$ cat src/rtl/c64_bus_pkg.sv
// Shared encodings for the C64 bus arbiter: FSM states, bus owner codes and
// the default BA-to-steal warning distance.
package c64_bus_pkg;

   typedef enum logic [1:0] {
      ST_IDLE  = 2'd0,
      ST_WARN  = 2'd1,
      ST_STEAL = 2'd2,
      ST_DMA   = 2'd3
   } arb_state_e;

   localparam logic [1:0] SEL_CPU = 2'd0;
   localparam logic [1:0] SEL_VIC = 2'd1;
   localparam logic [1:0] SEL_DMA = 2'd2;

   localparam int WARN_CYCLES_DEF = 3;

endpackage

$ cat src/rtl/bus_arbiter.sv
// C64-style bus arbiter: VIC-II cycle stealing behind a BA warning window,
// plus expansion-port DMA when BUS_ARBITER_DMA_EN is defined (ignored otherwise).
module bus_arbiter
   import c64_bus_pkg::*;
#(
   parameter int WARN_CYCLES = WARN_CYCLES_DEF,
   parameter int CNT_W       = 16
) (
   input  logic             dot_clk,
   input  logic             res_n,
   input  logic             phi_en,
   input  logic             vic_req,
   input  logic             dma_req,
   input  logic             cnt_clr,
   output logic             ba,
   output logic             aec,
   output logic             rdy,
   output logic             dma_gnt,
   output logic [1:0]       bus_sel,
   output logic [CNT_W-1:0] steal_cnt
);

   localparam int            WC_W      = (WARN_CYCLES > 1) ? $clog2(WARN_CYCLES) : 1;
   localparam logic [WC_W-1:0] WARN_LOAD = WC_W'(WARN_CYCLES - 1);

   // Handshake: vic_req and dma_req are level requests sampled only on a
   // phi_en edge; ownership is reported through ba/aec/dma_gnt/bus_sel on
   // that same edge and holds until a later phi_en edge changes it.
   arb_state_e       state_q, state_d;
   logic [WC_W-1:0]  wcnt_q, wcnt_d;
   logic             ba_q, ba_d;
   logic             aec_q, aec_d;
   logic             rdy_q, rdy_d;
   logic             gnt_q, gnt_d;
   logic [1:0]       sel_q, sel_d;
   logic [CNT_W-1:0] cnt_q, cnt_d;
   logic             to_idle;

`ifndef BUS_ARBITER_DMA_EN
   logic unused_dma_req;
   assign unused_dma_req = dma_req;
`endif

   always_comb begin
      state_d = state_q;
      wcnt_d  = wcnt_q;
      ba_d    = ba_q;
      aec_d   = aec_q;
      gnt_d   = gnt_q;
      sel_d   = sel_q;
      to_idle = 1'b0;

      if (phi_en) begin
         case (state_q)
            ST_IDLE: begin
               if (vic_req) begin
                  state_d = ST_WARN;
                  wcnt_d  = WARN_LOAD;
                  ba_d    = 1'b1;
               end
`ifdef BUS_ARBITER_DMA_EN
               else if (dma_req) begin
                  state_d = ST_DMA;
                  gnt_d   = 1'b1;
                  sel_d   = SEL_DMA;
               end
`endif
            end
            // Warning window: CPU/DMA keep the bus while BA gives the CPU time to stop.
            ST_WARN: begin
               if (!vic_req) begin
                  to_idle = 1'b1;
               end else if (wcnt_q == '0) begin
                  state_d = ST_STEAL;
                  aec_d   = 1'b0;
                  gnt_d   = 1'b0;
                  sel_d   = SEL_VIC;
               end else begin
                  wcnt_d = wcnt_q - WC_W'(1);
               end
            end
            ST_STEAL: begin
               if (!vic_req) begin
                  to_idle = 1'b1;
               end
            end
`ifdef BUS_ARBITER_DMA_EN
            ST_DMA: begin
               if (vic_req) begin
                  state_d = ST_WARN;
                  wcnt_d  = WARN_LOAD;
                  ba_d    = 1'b1;
               end else if (!dma_req) begin
                  to_idle = 1'b1;
               end
            end
`endif
            default: begin
               to_idle = 1'b1;
            end
         endcase
      end

      if (to_idle) begin
         state_d = ST_IDLE;
         wcnt_d  = '0;
         ba_d    = 1'b0;
         aec_d   = 1'b1;
         gnt_d   = 1'b0;
         sel_d   = SEL_CPU;
      end

      rdy_d = !ba_d && !gnt_d;
   end

   // Clear wins over counting; counting stops at all-ones.
   always_comb begin
      cnt_d = cnt_q;
      if (cnt_clr) begin
         cnt_d = '0;
      end else if (phi_en && (state_q == ST_STEAL) && (cnt_q != '1)) begin
         cnt_d = cnt_q + CNT_W'(1);
      end
   end

   always_ff @(posedge dot_clk or negedge res_n) begin
      if (!res_n) begin
         state_q <= ST_IDLE;
         wcnt_q  <= '0;
         ba_q    <= 1'b0;
         aec_q   <= 1'b1;
         rdy_q   <= 1'b1;
         gnt_q   <= 1'b0;
         sel_q   <= SEL_CPU;
         cnt_q   <= '0;
      end else begin
         state_q <= state_d;
         wcnt_q  <= wcnt_d;
         ba_q    <= ba_d;
         aec_q   <= aec_d;
         rdy_q   <= rdy_d;
         gnt_q   <= gnt_d;
         sel_q   <= sel_d;
         cnt_q   <= cnt_d;
      end
   end

   assign ba        = ba_q;
   assign aec       = aec_q;
   assign rdy       = rdy_q;
   assign dma_gnt   = gnt_q;
   assign bus_sel   = sel_q;
   assign steal_cnt = cnt_q;

endmodule

$ cat config.mk
export PLATFORM = sky130hd
export DESIGN_NAME = bus_arbiter
export DESIGN_NICKNAME = d
export VERILOG_FILES = /design/src/rtl/c64_bus_pkg.sv /design/src/rtl/bus_arbiter.sv
export SDC_FILE = /design/constraint.sdc
export NUM_CORES = 1
export LEC_CHECK = 0
export CAP_MARGIN = 5
export CORE_MARGIN = 10
export CORE_UTILIZATION = 46
export DETAILED_ROUTE_END_ITERATION = 6
export GPL_TIMING_DRIVEN = 1
export PLACE_DENSITY_LB_ADDON = 0.2
export SETUP_SLACK_MARGIN = 0.5
export SLEW_MARGIN = 20
export SYNTH_ARGS = -nofsm -noshare
export SYNTH_HDL_FRONTEND = slang
export SYNTH_SLANG_ARGS = --single-unit
$ cat constraint.sdc
create_clock -name dot_clk -period 1.7 [get_ports dot_clk]
set_input_delay 0.255 -clock dot_clk [delete_from_list [all_inputs] [get_ports dot_clk]]
set_output_delay 0.255 -clock dot_clk [all_outputs]
set_load 0.005 [all_outputs]
==> flow_summary.yaml, run 1 <==
routing:
  routed-via-count: 1648
  dr.pass1.iters: 4
  detailedRoute.firstIterationViolations: 200
  totalWireLength_um: 5580
  antenna_violating_nets_post_route: 0
  drt_drc_violations_left: 0
  average_detailed_routed_wire_length_per_instance_um: 20.5
  drt-vias-per-instance: 6.06
run:
  drv.max_cap_violation_count: 0
setup_path:
  crit_required_ps: 1960
  startpoint_type: "flop"
  delay_of_the_slowest_cell_on_the_worst_path_ps: 530
  critPathArrivalTime_ps: 2100
  crit_path_end_kind: "flop"
  critical_path.max_fanout: 5
  timing.critical_path.max_delay_family: "simple AND/OR/NAND/NOR gates"
  crit_buf_inv: 0
  timing.setup.critical_path_class: "flop to flop"
  crit_path_max_delay_cell_type: "sky130_fd_sc_hd__or4_4"
  crit_path_cell_chain: "nand4_2 -> or3_4 -> or4_4 -> a21oi_2"
  reg2reg_slack_ps: -150
placement:
  io_buffer_count: 25
  gp_congestion: 0.863
  dpl_worst_slack_ps: -248
  post-dp-hpwl_um: 2910
yosys:
  synth_top_cell_by_area: "sky130_fd_sc_hd__dfrtp_1"
  ys_seq_elements: 25
  synth_top_cells_by_count: "sky130_fd_sc_hd__dfrtp_1 (23), sky130_fd_sc_hd__nand2_1 (16), sky130_fd_sc_hd__a21oi_1 (14), sky130_fd_sc_hd__inv_1 (10), sky130_fd_sc_hd__o21ai_0 (10)"
  synth-warning-count: 0
  synthesis.nets: 166
  synth-edff-count: 0
  synthDominantCellAreaShare_pct: 41.0
  synthesis.area_per_instance_um2: 9.07
  post_synth_inst_count: 155
  yosysSeqAreaShare_pct: 44.7
  async_reset_ff_share_pct: 100
  ys.flop_type: "sky130_fd_sc_hd__dfrtp_1"
  synthesis.area_um2: 1410
  yosysMostFrequentCell: "sky130_fd_sc_hd__dfrtp_1"
  synth_area_leaders: "sky130_fd_sc_hd__dfrtp_1 (41%), sky130_fd_sc_hd__a21oi_1 (5.0%), sky130_fd_sc_hd__ha_1 (4.5%)"
  synth.distinct_cells: 38
clocking:
  ctsLongestPathBuffers: 2
  clock_tree_from_tritoncts: "built"
  cts_root_buf: "sky130_fd_sc_hd__clkbuf_4"
  clock_latency_on_the_worst_skew_pair_ps: 330
  numCtsBuffers: 3
  cts_sinks: 25
  clkSlewWorstSetupHoldPaths_ps: 140
  cts-htree-levels: 1
  hold_buffers: 0
layout:
  postLayoutCoreUtil_pct: 89.3
  n_antenna_cell: 0
  layout-area-overhead-vs-synth_pct: 79.7
  nNetsFinal: 253
  layout-drive-gt1-share_pct: 58.5
  fill_cells: 113
timing:
  setup_viol_count_final: 4
  timing.final.ws_setup_ps: -145
  timing.setup.tns_ps: -332
  rsz0062_at_grt: "true"
  finalClockSkew_ps: 3.54
  final_max_slew_viols: 0
  timing.final.crit_share_pct: 109
  fmaxAchievable_mhz: 542
  final_hold_viols: 0
  final_critical_path_time_including_i_o_delays_and_setup_ps: 1850
  slew-limit-headroom_pct: 65.9
  worstMarginPinSlew_ps: 510
  hold_ws_ps: 318
floorplan:
  core_region_area_um2: 2830
  dieHeight_um: 75.3
  fp.dieArea_um2: 5670
  die_w_um: 75.3
  num_rows: 19
  starting_density_of_the_core_pct: 49.7
  ioPinCount: 28
run_status:
  failed_checks: "negative setup slack"
  outcome: "finished with violations"
grt:
  global_route_wire_length_before_repair_um: 7540
  globalRoute.totalOverflow: 0
  first_global_vias: 1633
  initial_antenna_violation_count: 0
  grt_util_all_layers_pct: 17.0
  maximum_number_of_pins_on_one_net_before_global_route_repair: 26
power_and_ir_drop:
  clockPowerShare_pct: 15.4
  power_density_nw_per_um2: 724
  cellInternalPower_mw: 1.18
  worst_ir_drop_vdd_v: 0.000833
  p_comb_share_pct: 43.3
  share_seq_of_total_power_pct: 41.3
  switching_share_pct: 35.6
  cellLeakagePower_nw: 1.15
  fin_total_pwr_mw: 1.83
  total_switching_power_uw: 651
worst_hold_path:
  hold_path.class: "input port to asynchronous set/reset pin"
[logic make-up (layout without fill, tap and decap cells)]
group                      Yosys count  in the layout  share of synthesized area, %
DFF                                 25             25                          44.7
AOI/OAI and AO/OA                   40             40                          17.8
other                                1              1                         0.267
adders and majority gates            5              5                          4.45
and+or+nand+nor                     64             64                          25.5
buffers and inverters               17            103                          5.08
muxes                                3              3                          2.23
[final timing paths]
| check | startpoint | to | cells past startpoint |
|---|---|---|---|
| max | steal_cnt[11]$_DFFE_PN0P_ | steal_cnt[13]$_DFFE_PN0P_ | 4 |
| min | res_n | steal_cnt[5]$_DFFE_PN0P_ | 2 |
| max reg2reg | steal_cnt[11]$_DFFE_PN0P_ | steal_cnt[13]$_DFFE_PN0P_ | 4 |
| min reg2reg | aec$_DFFE_PN1P_ | aec$_DFFE_PN1P_ | 2 |
| max in group asynchronous | res_n | aec$_DFFE_PN1P_ | 2 |
| min in group dot_clk | aec$_DFFE_PN1P_ | aec$_DFFE_PN1P_ | 2 |
[sequential cells by signal, summed over array words and instances (netlist names)]
signal and flops:
ba 1, dma_gnt 1, bus_sel 1, steal_cnt 16, state_q 2, rdy 1
aec 1, wcnt_q 2
[cells in the final DEF (no fill, tap or decap), types with 3 or more instances in the layout]
| master | synthesis | layout |
|---|---|---|
| sky130_fd_sc_hd__buf_6 | 0 | 37 |
| sky130_fd_sc_hd__nor2_1 | 8 | 7 |
| sky130_fd_sc_hd__nor3_1 | 4 | 3 |
| sky130_fd_sc_hd__nand2_1 | 16 | 13 |
| sky130_fd_sc_hd__buf_4 | 1 | 42 |
| sky130_fd_sc_hd__clkdlybuf4s50_1 | 0 | 4 |
| sky130_fd_sc_hd__o31ai_2 | 0 | 3 |
| sky130_fd_sc_hd__o21ai_0 | 10 | 7 |
| sky130_fd_sc_hd__inv_1 | 10 | 9 |
| sky130_fd_sc_hd__dfrtp_1 | 23 | 21 |
| sky130_fd_sc_hd__nor4_4 | 0 | 3 |
| sky130_fd_sc_hd__or4_4 | 0 | 6 |
| sky130_fd_sc_hd__nand4_1 | 5 | 5 |
| sky130_fd_sc_hd__a21oi_1 | 14 | 5 |
| sky130_fd_sc_hd__buf_2 | 2 | 3 |
| sky130_fd_sc_hd__clkbuf_4 | 0 | 3 |
| sky130_fd_sc_hd__a21oi_2 | 0 | 9 |
[power groups by stage]
| stage | Combinational (mW) | Sequential [mW] | Clock [mW] |
|---|---|---|---|
| finish | 0.792 | 0.755 | 0.281 |
| global route | 0.889 | 0.768 | 0.301 |
| CTS | 0.726 | 0.749 | 0.280 |
| detailed placement | 0.679 | 0.761 | 0 |
| global placement | 0.640 | 0.757 | 0 |
| floorplan | 0.447 | 0.757 | 0 |
[routing by layer]
| metal | up-vias | global-route usage, % | routed length (µm) |
|---|---|---|---|
| met2 | 75 | 30.6 | 2920 |
| met3 | 21 | 3.29 | 285 |
| met4 | 0 | 10.1 | 247 |
| met5 | - | 0 | 0 |
| met1 | 811 | 17.9 | 2130 |
| li1 | 741 | - | - |
[worst register-to-register path: stages, from the launching register on]
cell	delay, ps
sky130_fd_sc_hd__dfrtp_1	450
sky130_fd_sc_hd__nand4_2	180
sky130_fd_sc_hd__or3_4	450
sky130_fd_sc_hd__or4_4	530
sky130_fd_sc_hd__a21oi_2	160
[per-stage QoR]
step           instance area, µm²  instances
6_report                     2520        272
5_1_grt                      2520        272
4_1_cts                      2260        259
3_5_place_dp                 1930        233
3_3_place_gp                 1930        233
2_1_floorplan                1480        155
[area by class of cell]
type | instances | area (µm²) | share of cell area [%]
repair buffers | 89 | 815 | 32.3
clock buffers | 4 | 26.3 | 1.04
inverters | 10 | 37.5 | 1.49
well taps | 31 | 38.8 | 1.54
flip-flops and latches | 25 | 631 | 25.0
multi-input cells | 113 | 977 | 38.7
[repair_timing]
action                     CTS  global route
pin swaps                   14            23
setup buffers               22            13
setup endpoints to repair   46            44
gates resized for setup    121            45
No activity file was read; power rests on OpenSTA's default activity.
==> run 2: changes to the inputs <==
--- a/config.mk
+++ b/config.mk
@@ -6,12 +6,11 @@
 export NUM_CORES = 1
 export LEC_CHECK = 0
 export CAP_MARGIN = 5
-export CORE_MARGIN = 10
+export CORE_MARGIN = 5
 export CORE_UTILIZATION = 46
 export DETAILED_ROUTE_END_ITERATION = 6
-export GPL_TIMING_DRIVEN = 1
 export PLACE_DENSITY_LB_ADDON = 0.2
-export SETUP_SLACK_MARGIN = 0.5
+export SETUP_SLACK_MARGIN = 0.4
 export SLEW_MARGIN = 20
 export SYNTH_ARGS = -nofsm -noshare
 export SYNTH_HDL_FRONTEND = slang
==> run 2 against run 1 <==
The flow still finishes with violations (negative setup slack). Hold slack got worse by 53 ps. Via count fell by 2.7%. Routed wire length fell by 11%.
==> flow_summary.yaml, run 2 (same netlist as run 1, synthesis figures left out) <==
placement:
  placed_cells: 231
  dpl_worst_slack_ps: -191
  io_buffer_count: 25
  post-dp-hpwl_um: 2710
  gp_congestion: 0.846
grt:
  initial_antenna_violation_count: 0
  maximum_number_of_pins_on_one_net_before_global_route_repair: 26
  global_route_wire_length_before_repair_um: 7390
  globalRoute.totalOverflow: 0
  first_global_vias: 1631
  grt_util_all_layers_pct: 22.5
layout:
  final-instance-count-excl-fill: 270
  layout.cells.most_common_list: "sky130_fd_sc_hd__buf_4 (37), sky130_fd_sc_hd__buf_6 (33), sky130_fd_sc_hd__dfrtp_1 (20)"
  n_antenna_cell: 0
  most_common_cell_after_layout_fill_and_taps_aside: "sky130_fd_sc_hd__buf_4"
  largest_register_ff_count: 16
  fill_cells: 157
  layout-drive-gt1-share_pct: 58.2
  nNetsFinal: 249
  layout-area-overhead-vs-synth_pct: 80.9
routing:
  drt_drc_violations_left: 0
  dr_wl_met2_um: 2810
  routed-via-count: 1603
  top_layer_used: "met4"
  met3WireLength_um: 210
  wl_met1_um: 1800
  average_detailed_routed_wire_length_per_instance_um: 18.3
  totalWireLength_um: 4950
  drt-vias-per-instance: 5.94
  dr.pass1.iters: 4
  antenna_violating_nets_post_route: 0
  detailedRoute.firstIterationViolations: 116
floorplan:
  fp.dieArea_um2: 4260
  core_region_area_um2: 3000
  die_w_um: 65.3
  num_rows: 20
  starting_density_of_the_core_pct: 46.8
  ioPinCount: 28
  dieHeight_um: 65.3
power_and_ir_drop:
  switching_share_pct: 35.7
  cellLeakagePower_nw: 1.13
  power_density_nw_per_um2: 823
  clockPowerShare_pct: 13.3
  share_seq_of_total_power_pct: 36.3
  worst_ir_drop_vdd_v: 0.000740
  total_switching_power_uw: 747
  p_comb_share_pct: 50.3
  cellInternalPower_mw: 1.34
timing:
  final_hold_viols: 0
  timing.setup.tns_ps: -8.69
  setup_viol_count_final: 2
  finalClockSkew_ps: 9.24
  fmaxAchievable_mhz: 585
  final_max_slew_viols: 0
  timing.final.crit_share_pct: 100
  rsz0062_at_grt: "true"
  hold_ws_ps: 265
  timing.final.ws_setup_ps: -8.31
  final_critical_path_time_including_i_o_delays_and_setup_ps: 1710
setup_path:
  critPathArrivalTime_ps: 1940
  crit_required_ps: 1930
  startpoint_type: "flop"
  crit_path_end_kind: "flop"
  crit-reg2reg-capture: "steal_cnt[13]$_DFFE_PN0P_"
  r2r.worst_path.cells: 8
  critical_path.max_fanout: 6
  timing.setup.critical_path_class: "flop to flop"
  reg2reg_slack_ps: -8
  worst_r2r_startpoint: "state_q[0]$_DFFE_PN0P_"
clocking:
  cts_sinks: 25
  hold_buffers: 0
  numCtsBuffers: 3
  cts_root_buf: "sky130_fd_sc_hd__clkbuf_4"
  cts-htree-levels: 1
  ctsLongestPathBuffers: 2
  clock_latency_on_the_worst_skew_pair_ps: 340
  clkSlewWorstSetupHoldPaths_ps: 140
  clock_tree_from_tritoncts: "built"
run:
  drv.max_cap_violation_count: 0
run_status:
  failed_checks: "negative setup slack"
  outcome: "finished with violations"
worst_hold_path:
  hold_path.class: "input port to asynchronous set/reset pin"
[run 2: worst max-delay path by stage]
| stage | startpoint | endpoint | slack [ps] |
|---|---|---|---|
| finish | state_q[0]$_DFFE_PN0P_ | steal_cnt[13]$_DFFE_PN0P_ | -8 |
| global route | state_q[0]$_DFFE_PN0P_ | steal_cnt[13]$_DFFE_PN0P_ | -80 |
| CTS | steal_cnt[5]$_DFFE_PN0P_ | steal_cnt[13]$_DFFE_PN0P_ | 50 |
| global placement | phi_en | steal_cnt[15]$_DFFE_PN0P_ | -160 |
| floorplan | steal_cnt[9]$_DFFE_PN0P_ | steal_cnt[13]$_DFFE_PN0P_ | -40 |
| detailed placement | phi_en | steal_cnt[13]$_DFFE_PN0P_ | -190 |
[run 2: per-layer routing]
metal  up-vias  track usage (%)
met5         -                0
met2        62             41.3
met3        14             4.44
met4         0             11.7
met1       789             24.2
li1        738                -
[run 2: layout make-up]
cell class / count / area (µm²) / area share (%)
timing repair buffer: 85 / 776 / 30.5
tap: 33 / 41.3 / 1.62
sequential: 25 / 632 / 24.9
multi-input combinational: 113 / 1030 / 40.5
clock buffer: 4 / 26.3 / 1.03
inverter: 10 / 37.5 / 1.48
[run 2: critical path, cell delays in order (launching register included)]
cell and delay, ps:
sky130_fd_sc_hd__dfrtp_1 420, sky130_fd_sc_hd__inv_2 90, sky130_fd_sc_hd__ha_4 150, sky130_fd_sc_hd__nand2_4 50, sky130_fd_sc_hd__or2_4 290, sky130_fd_sc_hd__buf_6 140, sky130_fd_sc_hd__buf_4 140, sky130_fd_sc_hd__o31ai_4 230
sky130_fd_sc_hd__a21oi_2 80
[run 2: timing repair]
action	4_1_cts	5_1_grt
pin swaps	23	19
endpoints found under the hold margin	0	0
setup endpoints to repair	45	43
setup buffers	22	12
gates resized for setup	95	66
gates cloned	1	0
[run 2: power by group through the flow]
stage                     sequential, mW  combinational [mW]  clock, mW
after floorplan                    0.757               0.447          0
after CTS                          0.751               0.876      0.285
after global placement             0.757               0.640          0
after global routing               0.772                1.15      0.324
final                              0.760                1.05      0.279
after detailed placement           0.762               0.674          0
[run 2: through the flow]
step | utilization, % | instance area (µm²) | power, mW
global placement | 63.4 | 1900 | 1.40
detailed placement | 63.4 | 1900 | 1.44
finish | 84.6 | 2540 | 2.09
global route | 84.6 | 2540 | 2.25
floorplan | - | 1480 | 1.20
CTS | 74.5 | 2240 | 1.91
==> run 3: changes to the inputs <==
--- a/config.mk
+++ b/config.mk
@@ -9,6 +9,7 @@
 export CORE_MARGIN = 5
 export CORE_UTILIZATION = 46
 export DETAILED_ROUTE_END_ITERATION = 6
+export GPL_TIMING_DRIVEN = 0
 export PLACE_DENSITY_LB_ADDON = 0.2
 export SETUP_SLACK_MARGIN = 0.4
 export SLEW_MARGIN = 20
==> run 3 against run 2 <==
The flow still finishes with violations (negative setup slack). Maximum frequency is 8.2% lower. Final cell count stayed put. First-iteration DRC count is 35% higher.
==> flow_summary.yaml, run 3 (same netlist as run 1, synthesis figures left out) <==
run_status:
  outcome: "finished with violations"
  failed_checks: "negative setup slack"
placement:
  dpl_cell_area_um2: 1770
  gp_congestion: 0.846
  post-dp-hpwl_um: 2400
  io_buffer_count: 24
floorplan:
  starting_density_of_the_core_pct: 46.8
  fp.dieArea_um2: 4260
  num_rows: 20
  dieHeight_um: 65.3
  core_region_area_um2: 3000
  ioPinCount: 28
  die_w_um: 65.3
routing:
  drt-vias-per-instance: 5.96
  average_detailed_routed_wire_length_per_instance_um: 18.8
  antenna_violating_nets_post_route: 0
  dr.pass1.iters: 4
  detailedRoute.firstIterationViolations: 157
  routed-via-count: 1608
  totalWireLength_um: 5070
  drt_drc_violations_left: 0
grt:
  maximum_number_of_pins_on_one_net_before_global_route_repair: 26
  global_route_wire_length_before_repair_um: 7270
  most_heavily_used_metal_layer_in_global_routing: "met2"
  initial_antenna_violation_count: 0
  grt_util_met1_pct: 24.9
  groute.layer.met2.usage_pct: 40.6
  gr-usage-met3_pct: 2.56
  globalRoute.totalOverflow: 0
  first_global_vias: 1580
  grt_util_all_layers_pct: 21.6
clocking:
  clock_latency_on_the_worst_skew_pair_ps: 330
  cts-htree-levels: 1
  numCtsBuffers: 3
  clkSlewWorstSetupHoldPaths_ps: 160
  clock_tree_from_tritoncts: "built"
  ctsLongestPathBuffers: 2
  cts_sinks: 25
  cts_root_buf: "sky130_fd_sc_hd__clkbuf_4"
layout:
  largest_register_ff_count: 16
  register_area_um2: 637
  layout-drive-gt1-share_pct: 51.5
  multi_input_gate_area_in_the_final_layout_um2: 966
  most_common_cell_after_layout_fill_and_taps_aside: "sky130_fd_sc_hd__buf_6"
  n_antenna_cell: 0
  layout-area-overhead-vs-synth_pct: 79.0
  fill_cells: 157
  nNetsFinal: 249
  layout.cells.most_common_list: "sky130_fd_sc_hd__buf_6 (33), sky130_fd_sc_hd__buf_4 (29), sky130_fd_sc_hd__dfrtp_1 (16)"
  final_design_area_no_fill_um2: 2510
setup_path:
  worst_r2r_startpoint: "state_q[0]$_DFFE_PN0P_"
  startpoint_type: "flop"
  critPathArrivalTime_ps: 2090
  timing.setup.critical_path_class: "flop to flop"
  worstSetupStartpoint: "state_q[0]$_DFFE_PN0P_"
  reg2reg_slack_ps: -160
  crit_required_ps: 1930
  critical_path.max_fanout: 5
  crit_path_end_kind: "flop"
timing:
  final_hold_viols: 0
  timing.final.crit_share_pct: 109
  timing.final.ws_setup_ps: -160
  timing.setup.tns_ps: -780
  worstMarginPinSlew_ps: 568
  final_max_slew_viols: 0
  final_critical_path_time_including_i_o_delays_and_setup_ps: 1860
  fmaxAchievable_mhz: 538
  rsz0062_at_grt: "true"
  setup_viol_count_final: 10
  finalClockSkew_ps: 21.8
  slew-limit-headroom_pct: 62.1
power_and_ir_drop:
  cellLeakagePower_nw: 1.14
  fin_total_pwr_mw: 2.03
  power_density_nw_per_um2: 806
  worst_ir_drop_vdd_v: 0.000788
worst_hold_path:
  hold_path.class: "input port to flop"
  worstHoldStart: "phi_en"
run:
  drv.max_cap_violation_count: 0
==> run 3: through the flow <==
| step | util, % | std cells | hold slack [ps] | worst slack (ps) |
|---|---|---|---|---|
| 6_report | 83.8 | 270 | 351 | -160 |
| 3_3_place_gp | 58.8 | 212 | 448 | -188 |
| 4_1_cts | 76.3 | 257 | 287 | -43.9 |
| 2_1_floorplan | - | 155 | -40.6 | -42.8 |
| 5_1_grt | 83.8 | 270 | 351 | -197 |
| 3_5_place_dp | 58.8 | 212 | 456 | -251 |
==> run 3: where the power goes <==
group	total, mW	leakage [nW]	switching (mW)	internal (mW)
sequential	0.764	0.322	0.0686	0.696
combinational	0.983	0.804	0.463	0.520
clock	0.281	0.0150	0.189	0.0918
==> run 3: layout make-up <==
type	count	area share, %
Inverter	10	1.49
Multi-Input combinational cell	113	38.4
Clock buffer	4	1.04
Timing Repair Buffer	78	29.3
Tap cell	33	1.64
Buffer	7	2.79
Sequential cell	25	25.3
==> run 3: layer usage <==
| metal | part of all wire (%) | vias up |
|---|---|---|
| li1 | - | 731 |
| met1 | 38 | 789 |
| met2 | 55 | 78 |
| met3 | 4.7 | 10 |
| met4 | 2.4 | 0 |
| met5 | 0 | - |
==> run 3: worst max-delay path: stages (launching register included) <==
cell,delay [ps]
sky130_fd_sc_hd__dfrtp_1,420
sky130_fd_sc_hd__inv_2,90
sky130_fd_sc_hd__ha_4,160
sky130_fd_sc_hd__nand2_4,50
sky130_fd_sc_hd__or2_4,240
sky130_fd_sc_hd__buf_8,130
sky130_fd_sc_hd__buf_12,120
sky130_fd_sc_hd__or3_1,340
sky130_fd_sc_hd__a21oi_1,190
==> run 3: what timing repair did <==
action | 4_1_cts | 5_1_grt
pin swaps | 18 | 14
gates resized for setup | 111 | 37
endpoints found under the hold margin | 0 | 23
setup buffers | 41 | 12
hold buffers | 0 | 1
endpoints found under the setup margin | 47 | 43
==> run 3: final timing paths <==
| path | endpoint | cells after the start |
|---|---|---|
| hold reg to reg | aec$_DFFE_PN1P_ | 2 |
| setup reg to reg | steal_cnt[3]$_DFFE_PN0P_ | 8 |
| max in group asynchronous | steal_cnt[4]$_DFFE_PN0P_ | 2 |
| setup / recovery | steal_cnt[3]$_DFFE_PN0P_ | 8 |
| hold / removal | aec$_DFFE_PN1P_ | 4 |
| min in group asynchronous | steal_cnt[11]$_DFFE_PN0P_ | 2 |
